--- src/rtl/cpu_pkg.sv ---
`default_nettype none
// ============================================================================
// Module      : cpu_pkg
// Description : Shared types and constants for the CPU memory-port arbiter.
// Revision    : 1.0 - initial release
// ============================================================================
package cpu_pkg;

    localparam int DATA_W = 32;
    localparam int BE_W   = 4;

    typedef enum logic [1:0] {
        IDLE = 2'd0,
        BUSY = 2'd1,
        DONE = 2'd2
    } arb_state_t;

    typedef enum logic {
        OWN_IF = 1'b0,
        OWN_LS = 1'b1
    } arb_owner_t;

endpackage
`default_nettype wire

--- src/rtl/mem_port_arbiter.sv ---
`default_nettype none
// ============================================================================
// Module      : mem_port_arbiter
// Description : Shares one memory port between instruction fetch and
//               load/store; LS has priority, bounded by an LS streak limit.
//               Optional BUSY timeout enabled by defining ARB_TIMEOUT_EN.
// Revision    : 1.0 - initial release
// ============================================================================
module mem_port_arbiter
    import cpu_pkg::*;
#(
    parameter int ADDR_W  = 32,
    parameter int LS_MAX  = 4,
    parameter int TIMEOUT = 255
) (
    input  logic                clk,
    input  logic                rst,
    input  logic                if_req,
    input  logic [ADDR_W-1:0]   if_addr,
    output logic                if_ack,
    output logic [DATA_W-1:0]   if_rdata,
    input  logic                ls_req,
    input  logic                ls_we,
    input  logic [ADDR_W-1:0]   ls_addr,
    input  logic [BE_W-1:0]     ls_be,
    input  logic [DATA_W-1:0]   ls_wdata,
    output logic                ls_ack,
    output logic [DATA_W-1:0]   ls_rdata,
    output logic                mem_req,
    output logic                mem_we,
    output logic [ADDR_W-1:0]   mem_addr,
    output logic [BE_W-1:0]     mem_be,
    output logic [DATA_W-1:0]   mem_wdata,
    input  logic                mem_ack,
    input  logic [DATA_W-1:0]   mem_rdata,
    output logic                err
);

    localparam logic [3:0] c_ls_max = 4'(LS_MAX);

    if (LS_MAX < 1 || LS_MAX > 15) begin : g_bad_ls_max
        $error("mem_port_arbiter: LS_MAX must be in 1..15");
    end
    if (TIMEOUT < 1 || TIMEOUT > 255) begin : g_bad_timeout
        $error("mem_port_arbiter: TIMEOUT must be in 1..255");
    end

    arb_state_t          state_q, state_d;
    arb_owner_t          owner_q, owner_d;
    logic [3:0]          ls_streak_q, ls_streak_d;
    logic                mem_req_q, mem_req_d;
    logic                mem_we_q, mem_we_d;
    logic [ADDR_W-1:0]   mem_addr_q, mem_addr_d;
    logic [BE_W-1:0]     mem_be_q, mem_be_d;
    logic [DATA_W-1:0]   mem_wdata_q, mem_wdata_d;
    logic [DATA_W-1:0]   if_rdata_q, if_rdata_d;
    logic [DATA_W-1:0]   ls_rdata_q, ls_rdata_d;
    logic                if_ack_q, if_ack_d;
    logic                ls_ack_q, ls_ack_d;

    logic                w_grant_ls;
    logic                w_timeout;
    logic                w_finish;
    logic [DATA_W-1:0]   w_fin_data;

`ifdef ARB_TIMEOUT_EN
    localparam logic [7:0] c_timeout = 8'(TIMEOUT);
    logic [7:0]          to_cnt_q, to_cnt_d;
    logic                to_first_q, to_first_d;
    logic                err_q, err_d;

    // The entry cycle only clears the counter; counting starts on the next BUSY cycle.
    assign w_timeout = (state_q == BUSY) && !to_first_q && (to_cnt_q == c_timeout);
    assign err       = err_q;
`else
    assign w_timeout = 1'b0;
    assign err       = 1'b0;
`endif

    assign w_grant_ls = ls_req && (!if_req || (ls_streak_q != c_ls_max));
    assign w_finish   = mem_ack || w_timeout;
    assign w_fin_data = (mem_ack && !mem_we_q) ? mem_rdata : '0;

    always_comb begin
        state_d     = state_q;
        owner_d     = owner_q;
        ls_streak_d = ls_streak_q;
        mem_req_d   = mem_req_q;
        mem_we_d    = mem_we_q;
        mem_addr_d  = mem_addr_q;
        mem_be_d    = mem_be_q;
        mem_wdata_d = mem_wdata_q;
        if_rdata_d  = if_rdata_q;
        ls_rdata_d  = ls_rdata_q;
        if_ack_d    = 1'b0;
        ls_ack_d    = 1'b0;
`ifdef ARB_TIMEOUT_EN
        to_cnt_d    = to_cnt_q;
        to_first_d  = to_first_q;
        err_d       = 1'b0;
`endif
        case (state_q)
            IDLE: begin
                if (w_grant_ls) begin
                    owner_d     = OWN_LS;
                    mem_we_d    = ls_we;
                    mem_addr_d  = ls_addr;
                    mem_be_d    = ls_be;
                    mem_wdata_d = ls_wdata;
                    if (!if_req)
                        ls_streak_d = 4'd0;
                    else if (ls_streak_q != 4'hF)
                        ls_streak_d = ls_streak_q + 4'd1;
                end else if (if_req) begin
                    owner_d     = OWN_IF;
                    mem_we_d    = 1'b0;
                    mem_addr_d  = if_addr;
                    mem_be_d    = {BE_W{1'b1}};
                    mem_wdata_d = '0;
                    ls_streak_d = 4'd0;
                end
                if (w_grant_ls || if_req) begin
                    mem_req_d = 1'b1;
                    state_d   = BUSY;
`ifdef ARB_TIMEOUT_EN
                    to_cnt_d   = 8'd0;
                    to_first_d = 1'b1;
`endif
                end
            end
            BUSY: begin
                if (w_finish) begin
                    mem_req_d = 1'b0;
                    state_d   = DONE;
                    if (owner_q == OWN_IF) begin
                        if_ack_d   = 1'b1;
                        if_rdata_d = w_fin_data;
                    end else begin
                        ls_ack_d   = 1'b1;
                        ls_rdata_d = w_fin_data;
                    end
`ifdef ARB_TIMEOUT_EN
                    err_d = !mem_ack;
                end else if (to_first_q) begin
                    to_cnt_d   = 8'd0;
                    to_first_d = 1'b0;
                end else begin
                    to_cnt_d = to_cnt_q + 8'd1;
`endif
                end
            end
            DONE:    state_d = IDLE;
            default: state_d = IDLE;
        endcase
    end

    always_ff @(posedge clk) begin
        if (rst) begin
            state_q     <= IDLE;
            owner_q     <= OWN_IF;
            ls_streak_q <= 4'd0;
            mem_req_q   <= 1'b0;
            mem_we_q    <= 1'b0;
            mem_addr_q  <= '0;
            mem_be_q    <= '0;
            mem_wdata_q <= '0;
            if_rdata_q  <= '0;
            ls_rdata_q  <= '0;
            if_ack_q    <= 1'b0;
            ls_ack_q    <= 1'b0;
`ifdef ARB_TIMEOUT_EN
            to_cnt_q    <= 8'd0;
            to_first_q  <= 1'b0;
            err_q       <= 1'b0;
`endif
        end else begin
            state_q     <= state_d;
            owner_q     <= owner_d;
            ls_streak_q <= ls_streak_d;
            mem_req_q   <= mem_req_d;
            mem_we_q    <= mem_we_d;
            mem_addr_q  <= mem_addr_d;
            mem_be_q    <= mem_be_d;
            mem_wdata_q <= mem_wdata_d;
            if_rdata_q  <= if_rdata_d;
            ls_rdata_q  <= ls_rdata_d;
            if_ack_q    <= if_ack_d;
            ls_ack_q    <= ls_ack_d;
`ifdef ARB_TIMEOUT_EN
            to_cnt_q    <= to_cnt_d;
            to_first_q  <= to_first_d;
            err_q       <= err_d;
`endif
        end
    end

    assign if_ack    = if_ack_q;
    assign if_rdata  = if_rdata_q;
    assign ls_ack    = ls_ack_q;
    assign ls_rdata  = ls_rdata_q;
    assign mem_req   = mem_req_q;
    assign mem_we    = mem_we_q;
    assign mem_addr  = mem_addr_q;
    assign mem_be    = mem_be_q;
    assign mem_wdata = mem_wdata_q;

endmodule
`default_nettype wire
--- config.mk ---
export PLATFORM = sky130hd
export DESIGN_NAME = mem_port_arbiter
export DESIGN_NICKNAME = d
export VERILOG_FILES = /design/src/rtl/cpu_pkg.sv /design/src/rtl/mem_port_arbiter.sv
export SDC_FILE = /design/constraint.sdc
export NUM_CORES = 1
export LEC_CHECK = 0
export CELL_PAD_IN_SITES_DETAIL_PLACEMENT = 1
export CELL_PAD_IN_SITES_GLOBAL_PLACEMENT = 2
export CORE_MARGIN = 2
export CORE_UTILIZATION = 22
export CTS_CLUSTER_DIAMETER = 80
export DETAILED_ROUTE_END_ITERATION = 12
export PLACE_DENSITY_LB_ADDON = 0.1
export SYNTH_ARGS = -nofsm -noshare
export SYNTH_HDL_FRONTEND = slang
export SYNTH_SLANG_ARGS = --single-unit
--- constraint.sdc ---
create_clock -name clk -period 1.85 [get_ports clk]
set_input_delay 0.555 -clock clk [delete_from_list [all_inputs] [get_ports clk]]
set_output_delay 0.555 -clock clk [all_outputs]
set_load 0.03 [all_outputs]
==> flow_metrics.py, run 1 <==
metrics = {
    "job": {
        "max_cap_violations": 0,
    },
    "critical_path": {
        "slowest_stage": "dlygate4sd2_1",
        "cp.required_ps": 1290,
        "critical_path.endpoint_type": "output pin",
        "crit_chain": "dlygate4sd2_1",
        "worstSetupPathType": "flop to output pin",
        "critPathMaxStageDelay_ps": 460,
        "path_max_fanout": 2,
        "crit_family": "buffers and inverters",
        "arrival_ps": 1220,
        "critPathBufInv": 1,
        "startpoint_type": "flop",
    },
    "final_layout": {
        "final_common_cell": "dfxtp_1",
        "multi_input_area_mm2": 0.00260,
        "final_net_count": 1087,
        "fill_cells": 3055,
        "drive_gt1_share_pct": 8.66,
        "seqCellArea_mm2": 0.00286,
        "final_cell_mix": "143 x dfxtp_1, 136 x dlygate4sd2_1, 135 x clkdlybuf4s50_1, 132 x a21oi_1, 100 x nand3_1",
        "stdcell_area_mm2": 0.00953,
        "area_growth_pct": 63.3,
    },
    "timing": {
        "setup_viol": 0,
        "hold_viol": 0,
        "slew_headroom_pct": 60.7,
        "drv_slew": 0,
        "worst_slew_pin_slew_ps": 589,
        "finalCritPeriodShare_pct": 95.7,
        "fmax_ghz": 0.565,
        "period_minus_slack_ps": 1770,
        "skew_ps": 9.72,
        "rsz0062_at_grt": "false",
        "layout_setup_ws_ps": 79.8,
    },
    "global_route": {
        "grt_pass1_wl_um": 38300,
        "gr-total-overflow": 0,
        "antenna_found_initial": 2,
        "grt_util_met3_pct": 5.42,
        "grt_pass1_vias": 6771,
        "grt_util_met1_pct": 21.0,
        "grt-busiest-layer": "met2",
        "grt_max_degree": 89,
        "grt_usage_pct": 17.2,
        "use_met2_pct": 29.2,
    },
    "place": {
        "post-place-ws_ps": -287,
        "routabilityCongestion": 0.786,
        "port_buffers": 273,
        "hpwl_um": 17000,
        "dpl_cell_area_mm2": 0.00906,
    },
    "cts": {
        "cts.reportedPaths.clkPinSlew_ps": 60,
        "cts.sinks": 143,
        "postCtsSetupRepairBufs": 0,
        "cts_made_buffers": 17,
        "cts_tree": "yes",
        "cts_buffer_depth": 2,
        "cts_max_level": 4,
        "cts.repair.resized": 136,
        "cts-root-buf": "clkbuf_16",
        "postCtsHoldBufs": 0,
        "worstSkewPairLatency_ps": 420,
    },
    "logic_synthesis": {
        "seq_area_frac_synth_pct": 49.1,
        "synth_nets": 839,
        "synth-edff-count": 0,
        "synth_seq_cells": 143,
        "avgSynthCellArea_um2": 8.35,
        "ys_types": 38,
        "synth_ff_type": "dfxtp_1",
        "ys_warn_count": 0,
        "syn_area_mm2": 0.00583,
        "ys_async_sr_fraction_pct": 0,
        "syn_inst": 699,
    },
    "routing": {
        "drc": 0,
        "routedWlPerCell_um": 18.7,
        "first_iter_violations": 195,
        "drt_first_pass_iters": 6,
        "ant_nets": 0,
        "vias": 6332,
        "wl_um": 24200,
        "vias_per_cell": 4.89,
    },
    "floorplanning": {
        "die-area_mm2": 0.0278,
        "num_io_pins": 275,
        "coreArea_mm2": 0.0261,
        "rows": 59,
        "fp.dieH_um": 167,
        "start_util_pct": 22.4,
        "die_w_um": 167,
    },
    "pwr": {
        "power_mw": 8.63,
        "cellLeakagePower_nw": 3.87,
        "ir_worst_vdd_uv": 451,
        "cellPowerDensity_mw_per_mm2": 906,
    },
    "min_path": {
        "hold_path.class": "flop to flop",
    },
    "status": {
        "status": "finished clean",
    },
}
## metal layers
layer / vias to the layer above / part of all wire (%)
li1: 3046 / -
met1: 3077 / 43
met2: 190 / 49
met3: 19 / 6.2
met4: 0 / 1.4
met5: - / 0
## worst min-delay path, stage by stage (launching register included)
cell and delay, ps:
dfxtp_1 310, nand2_1 50, a21oi_1 50
## stage by stage
step                      hold WS, ps  utilization, %  instances  setup TNS, ps
after floorplan                   472               -        699              0
after global placement            442            34.8       1263         -14210
after detailed placement          450            34.8       1263         -18740
after CTS                         456            36.5       1293              0
after global routing              471            36.6       1295              0
final                             453            36.6       1295              0
## cells by family after synthesis
group / after synthesis / share of synthesized area, %
AO/OA/AOI/OAI: 240 / 23.4
adder cells (fa/ha/maj): 2 / 0.429
AND/OR/NAND/NOR: 226 / 19.9
buffers and inverters: 85 / 6.80
other: 1 / 0.0643
flip-flops: 143 / 49.1
multiplexers: 2 / 0.343
## registers in the layout, summed over array words and instances (netlist names)
| name | flops |
|---|---|
| if_ack | 1 |
| if_rdata | 32 |
| ls_ack | 1 |
| ls_rdata | 32 |
| ls_streak_q | 4 |
| mem_addr | 32 |
| mem_be | 4 |
| mem_req | 1 |
| mem_wdata | 32 |
| mem_we | 1 |
| owner_q | 1 |
| state_q | 2 |
## worst paths after layout
kind / from / cells past startpoint / to / slack (ps)
worst max-delay path: mem_be[2]$_SDFFE_PP0P_ / 1 / mem_be[2] / 80
worst min-delay path: if_rdata[15]$_SDFFE_PP0P_ / 2 / if_rdata[15]$_SDFFE_PP0P_ / 450
worst max register to register: ls_streak_q[0]$_SDFFE_PP0P_ / 6 / mem_be[2]$_SDFFE_PP0P_ / 130
worst min register to register: if_rdata[15]$_SDFFE_PP0P_ / 2 / if_rdata[15]$_SDFFE_PP0P_ / 450
## area by class of cell
type | count | area share, %
Antenna cell | 2 | 0.0525
Clock buffer | 17 | 4.46
Clock inverter | 13 | 1.98
Inverter | 4 | 0.158
Multi-Input combinational cell | 471 | 27.3
Sequential cell | 143 | 30.0
Tap cell | 335 | 4.40
Timing Repair Buffer | 310 | 31.6
## synth_stat cells (all sizes together) (2+ instances only)
cell type	n	area [µm²]
buf	40	226
o221a	4	45.0
nor2	6	48.8
or2	2	12.5
and2	2	12.5
a21oi	132	661
ha	2	25.0
a311oi	32	280
nand3b	3	22.5
nand3	100	500
nand2	68	255
a211oi	2	20.0
dfxtp	143	2860
inv	4	15.0
mux2i	2	20.0
a31oi	2	12.5
and4b	2	20.0
nand4b	2	17.5
nand4	35	219
o21ai	67	335
clkbuf	41	155
## power breakdown
group	total, mW	switching (mW)	internal, mW
sequential	3.34	0.0967	3.25
combinational	1.61	0.936	0.674
clock	3.68	1.42	2.25
total	8.63	2.46	6.17
No activity file was read; power rests on OpenSTA's default activity.
==> run 2: changes to the inputs <==
--- a/config.mk
+++ b/config.mk
@@ -8,9 +8,10 @@
 export CELL_PAD_IN_SITES_DETAIL_PLACEMENT = 1
 export CELL_PAD_IN_SITES_GLOBAL_PLACEMENT = 2
 export CORE_MARGIN = 2
-export CORE_UTILIZATION = 22
+export CORE_UTILIZATION = 34
 export CTS_CLUSTER_DIAMETER = 80
 export DETAILED_ROUTE_END_ITERATION = 12
+export DONT_BUFFER_PORTS = 1
 export PLACE_DENSITY_LB_ADDON = 0.1
 export SYNTH_ARGS = -nofsm -noshare
 export SYNTH_HDL_FRONTEND = slang
==> flow_metrics.py, run 2 (synthesis gave the netlist of run 1 again) <==
metrics = {
    "critical_path": {
        "crit_chain": "inv_1, ha_1, nand4b_1, buf_6, nand3_1, a311oi_1",
        "path_max_fanout": 24,
        "critPathMaxStageDelay_ps": 390,
        "startpoint_type": "flop",
        "r2r_slack_ps": 160,
        "slowest_stage": "dfxtp_1",
        "arrival_ps": 2000,
        "rr_worst_depth": 6,
        "cp-endpoint": "mem_addr[22]$_SDFFE_PP0P_",
        "r2r-start": "ls_streak_q[0]$_SDFFE_PP0P_",
        "critical_path.endpoint_type": "flop",
        "worst_r2r_endpoint": "mem_addr[22]$_SDFFE_PP0P_",
        "startpoint": "ls_streak_q[0]$_SDFFE_PP0P_",
        "cp.required_ps": 2150,
        "worstSetupPathType": "flop to flop",
    },
    "timing": {
        "skew_ps": 6.32,
        "hold_viol": 0,
        "period_minus_slack_ps": 1690,
        "rsz0062_at_grt": "false",
        "fmax_ghz": 0.590,
        "finalCritPeriodShare_pct": 91.6,
        "setup_viol": 0,
        "drv_slew": 0,
        "worst_slew_pin_slew_ps": 719,
        "setup_tns_ps": 0,
        "slew_headroom_pct": 52.1,
        "whs_ps": 217,
    },
    "final_layout": {
        "fill_cells": 1969,
        "diodes": 0,
        "final_net_count": 795,
        "drive_gt1_share_pct": 8.56,
        "final_common_cell": "dfxtp_1",
        "area_growth_pct": 11.7,
        "final_cell_mix": "143 x dfxtp_1, 132 x a21oi_1, 100 x nand3_1, 68 x nand2_1",
    },
    "routing": {
        "drt_first_pass_iters": 6,
        "top_layer": "met4",
        "drc": 0,
        "vias_per_cell": 5.97,
        "routedWlPerCell_um": 22.0,
        "ant_nets": 0,
        "vias": 5289,
        "route.met2.wl_um": 9760,
        "wl_met1_um": 7500,
        "wl_met3_um": 1700,
        "first_iter_violations": 267,
        "wl_um": 19500,
    },
    "pwr": {
        "ir_worst_vdd_uv": 635,
        "p_sw_mw": 2.09,
        "p_comb_share_pct": 8.0,
        "p_clk_share_pct": 43.2,
        "cellPowerDensity_mw_per_mm2": 1160,
        "p_seq_share_pct": 48.8,
        "power_mw": 7.58,
        "p_int_mw": 5.49,
        "cellLeakagePower_nw": 2.12,
        "switching_share_pct": 27.5,
    },
    "floorplanning": {
        "die_w_um": 135,
        "fp.dieH_um": 135,
        "coreArea_mm2": 0.0167,
        "rows": 47,
        "num_io_pins": 275,
        "die-area_mm2": 0.0182,
        "start_util_pct": 34.9,
    },
    "cts": {
        "cts_buffer_depth": 2,
        "cts_max_level": 4,
        "cts_tree": "yes",
        "cts.sinks": 143,
        "cts-root-buf": "clkbuf_16",
        "cts.reportedPaths.clkPinSlew_ps": 60,
        "cts_made_buffers": 17,
        "postCtsSetupRepairBufs": 0,
        "worstSkewPairLatency_ps": 410,
    },
    "global_route": {
        "antenna_found_initial": 0,
        "grt_pass1_vias": 5458,
        "gr-total-overflow": 0,
        "grt_usage_pct": 20.7,
        "grt_max_degree": 139,
        "grt_pass1_wl_um": 29900,
    },
    "place": {
        "port_buffers": 0,
        "routabilityCongestion": 0.763,
        "hpwl_um": 12800,
    },
    "min_path": {
        "hold_path.class": "primary input to flop",
        "worstHoldStart": "rst",
    },
    "job": {
        "max_cap_violations": 0,
    },
    "status": {
        "status": "finished clean",
    },
}
run 2: cell types whose count changed in the layout (fill, tap and decap cells not counted), sizes merged:
| cell | before | now |
|---|---|---|
| clkinv | 5 | 2 |
| clkbuf | 17 | 25 |
| buf | 39 | 18 |
| diode | 2 | 0 |
| inv | 6 | 4 |
| dlygate4sd2 | 136 | 0 |
| clkdlybuf4s50 | 135 | 0 |
| bufinv | 4 | 1 |
run 2: power groups by stage:
| stage | Clock (mW) | Combinational, mW | Sequential, mW |
|---|---|---|---|
| global placement | 0 | 0.581 | 3.76 |
| floorplan | 0 | 0.533 | 3.71 |
| finish | 3.27 | 0.604 | 3.70 |
| detailed placement | 0 | 0.609 | 3.77 |
| global route | 3.49 | 0.677 | 3.72 |
| CTS | 3.35 | 0.610 | 3.70 |
run 2: worst min-delay path by stage:
| stage | end | slack [ps] | depth (start not counted) |
|---|---|---|---|
| after global placement | ls_streak_q[1]$_SDFFE_PP0P_ | 490 | 2 |
| final | mem_wdata[6]$_SDFFE_PP0P_ | 220 | 1 |
| after global routing | mem_wdata[29]$_SDFFE_PP0P_ | 200 | 1 |
| after floorplan | ls_streak_q[0]$_SDFFE_PP0P_ | 470 | 2 |
| after detailed placement | ls_streak_q[0]$_SDFFE_PP0P_ | 510 | 2 |
| after CTS | mem_wdata[13]$_SDFFE_PP0P_ | 200 | 1 |
run 2: layout make-up:
class / instances / area [µm²] / area share, %
tap: 220 / 275 / 4.23
clock inverter: 5 / 55.1 / 0.845
timing repair buffer: 18 / 214 / 3.28
inverter: 4 / 15.0 / 0.230
sequential: 143 / 2860 / 43.9
multi-input combinational: 471 / 2590 / 39.7
clock buffer: 25 / 505 / 7.76
run 2: stage by stage:
| stage | cells | utilization (%) | worst slack [ps] | area, µm² |
|---|---|---|---|---|
| 6_report | 886 | 39.0 | 155 | 6520 |
| 5_1_grt | 886 | 39.0 | 13.7 | 6520 |
| 4_1_cts | 886 | 39.0 | 92.7 | 6510 |
| 3_5_place_dp | 856 | 35.6 | 87.4 | 5950 |
| 3_3_place_gp | 856 | 35.6 | 207 | 5950 |
| 2_1_floorplan | 699 | - | 235 | 5830 |
run 2: metal layers:
| layer | up-vias | global-route usage, % |
|---|---|---|
| met5 | - | 0 |
| met4 | 0 | 8.33 |
| met3 | 32 | 7.24 |
| met2 | 195 | 35.6 |
| met1 | 2595 | 23.5 |
| li1 | 2467 | - |
run 2: repair_timing:
action                                  4_1_cts  5_1_grt
hold buffers                                  0        0
endpoints found under the setup margin        0        5
resized for setup                             0        1
run 2: worst max-delay path, delay by kind of cell (launching register included):
kind	cells	cell delay [ps]
DFF	1	390
and+or+nand+nor	2	330
AOI/OAI and AO/OA	1	290
adders and majority gates	1	240
buffers and inverters	2	340
==> run 3: changes to the inputs <==
--- a/config.mk
+++ b/config.mk
@@ -12,7 +12,9 @@
 export CTS_CLUSTER_DIAMETER = 80
 export DETAILED_ROUTE_END_ITERATION = 12
 export DONT_BUFFER_PORTS = 1
+export GPL_ROUTABILITY_DRIVEN = 0
 export PLACE_DENSITY_LB_ADDON = 0.1
+export REMOVE_ABC_BUFFERS = 1
 export SYNTH_ARGS = -nofsm -noshare
 export SYNTH_HDL_FRONTEND = slang
 export SYNTH_SLANG_ARGS = --single-unit
==> constraint.sdc (replaced) <==
create_clock -name clk -period 1.85 [get_ports clk]
set_input_delay 0.555 -clock clk [delete_from_list [all_inputs] [get_ports clk]]
set_output_delay 0.555 -clock clk [all_outputs]
set_load 0.05 [all_outputs]
==> flow_metrics.py, run 3 (synthesis gave the netlist of run 1 again) <==
metrics = {
    "status": {
        "status": "finished clean",
    },
    "routing": {
        "vias_per_cell": 5.94,
        "routedWlPerCell_um": 21.3,
        "drt_first_pass_iters": 4,
        "ant_nets": 0,
        "vias": 5274,
        "drc": 0,
        "wl_um": 18900,
        "first_iter_violations": 236,
    },
    "timing": {
        "skew_ps": 14.7,
        "finalCritPeriodShare_pct": 92.4,
        "slew_headroom_pct": 54.2,
        "period_minus_slack_ps": 1710,
        "worst_slew_pin_slew_ps": 688,
        "setup_tns_ps": 0,
        "setup_viol": 0,
        "fmax_ghz": 0.585,
        "drv_slew": 0,
        "rsz0062_at_grt": "true",
        "layout_setup_ws_ps": 141,
        "hold_viol": 0,
    },
    "final_layout": {
        "final_cell_mix": "143 x dfxtp_1, 132 x a21oi_1, 100 x nand3_1, 68 x nand2_1",
        "area_growth_pct": 12.8,
        "final_common_cell": "dfxtp_1",
        "fill_cells": 1966,
        "seqCellArea_mm2": 0.00286,
        "final_net_count": 796,
        "diodes": 0,
        "multi_input_area_mm2": 0.00259,
        "drive_gt1_share_pct": 9.28,
    },
    "global_route": {
        "gr-total-overflow": 0,
        "grt_max_degree": 139,
        "grt_pass1_wl_um": 29500,
        "grt_usage_pct": 20.3,
        "grt_pass1_vias": 5488,
        "antenna_found_initial": 0,
    },
    "critical_path": {
        "arrival_ps": 2030,
        "startpoint_type": "flop",
        "rr_worst_depth": 6,
        "r2r-start": "ls_streak_q[0]$_SDFFE_PP0P_",
        "worst_r2r_endpoint": "mem_addr[27]$_SDFFE_PP0P_",
        "critical_path.endpoint_type": "flop",
        "path_max_fanout": 26,
        "r2r_slack_ps": 140,
        "cp.required_ps": 2170,
        "worstSetupPathType": "flop to flop",
    },
    "floorplanning": {
        "rows": 47,
        "die_w_um": 135,
        "fp.dieH_um": 135,
        "die-area_mm2": 0.0182,
        "start_util_pct": 34.9,
        "coreArea_mm2": 0.0167,
        "num_io_pins": 275,
    },
    "min_path": {
        "worstHoldStart": "rst",
        "hold_path_end": "mem_wdata[8]$_SDFFE_PP0P_",
        "holdPathStages": 1,
        "hold_path.class": "primary input to flop",
    },
    "cts": {
        "cts_made_buffers": 17,
        "postCtsHoldBufs": 0,
        "cts-root-buf": "clkbuf_16",
        "cts_tree": "yes",
        "cts.reportedPaths.clkPinSlew_ps": 70,
        "cts_buffer_depth": 2,
        "cts_max_level": 4,
        "cts.sinks": 143,
        "worstSkewPairLatency_ps": 420,
    },
    "pwr": {
        "ir_worst_vdd_uv": 616,
        "cellPowerDensity_mw_per_mm2": 1220,
        "cellLeakagePower_nw": 2.16,
    },
    "place": {
        "port_buffers": 0,
        "hpwl_um": 12100,
        "post-place-ws_ps": 32.8,
    },
    "job": {
        "max_cap_violations": 0,
    },
}
-- run 3: changes by cell type in the layout (fill, tap and decap cells not counted), sizes merged --
cell	change
clkbuf	-8
clkinv	+4
buf	+1
bufinv	+2
inv	+3
-- run 3: final cells by class --
cell class                 instances  area share, %
tap                              220           4.18
multi-input combinational        471           39.3
clock inverter                    14           2.51
sequential                       143           43.5
clock buffer                      17           6.46
inverter                           4          0.228
timing repair buffer              19           3.80
-- run 3: power breakdown --
group          internal [mW]  switching (mW)  total [mW]
clock network           2.11            1.34        3.45
registers               3.25           0.683        3.93
logic                  0.240           0.382       0.622
-- run 3: through the flow --
stage | utilization (%) | power [mW] | cells | hold WS, ps | instance area [µm²]
4_1_cts | 39.3 | 8.09 | 887 | 184 | 6570
5_1_grt | 39.4 | 8.31 | 888 | 178 | 6580
6_report | 39.4 | 8.01 | 888 | 199 | 6580
3_5_place_dp | 35.8 | 4.63 | 856 | 519 | 5980
3_3_place_gp | 35.8 | 4.60 | 856 | 494 | 5980
2_1_floorplan | - | 4.36 | 618 | 472 | 5450
-- run 3: what timing repair did --
action                     CTS  global route
gates resized for setup      0             2
buffers inserted             0             1
setup endpoints to repair    0            30
-- run 3: worst max path at each step --
stage,from,to,slack [ps],cells past startpoint
2_1_floorplan,mem_ack,if_rdata[0]$_SDFFE_PP0P_,-1190,3
5_1_grt,ls_streak_q[0]$_SDFFE_PP0P_,mem_addr[25]$_SDFFE_PP0P_,-10,6
3_5_place_dp,ls_streak_q[0]$_SDFFE_PP0P_,mem_addr[25]$_SDFFE_PP0P_,30,6
4_1_cts,ls_streak_q[0]$_SDFFE_PP0P_,mem_addr[27]$_SDFFE_PP0P_,20,6
6_report,ls_streak_q[0]$_SDFFE_PP0P_,mem_addr[27]$_SDFFE_PP0P_,140,6
3_3_place_gp,ls_streak_q[0]$_SDFFE_PP0P_,mem_addr[25]$_SDFFE_PP0P_,130,6
-- run 3: worst max-delay path, stage by stage, from the launching register on --
cell and delay [ps]:
dfxtp_1 400, inv_1 80, ha_1 240, nand4b_1 220, buf_6 260, nand3_1 100, a311oi_1 300
-- run 3: layer usage --
layer	part of all wire (%)	global-route usage (%)	up-vias
li1	-	-	2465
met1	39	22.9	2549
met2	48	33.1	218
met3	11	9.16	42
met4	3.0	8.91	0
met5	0	0	-
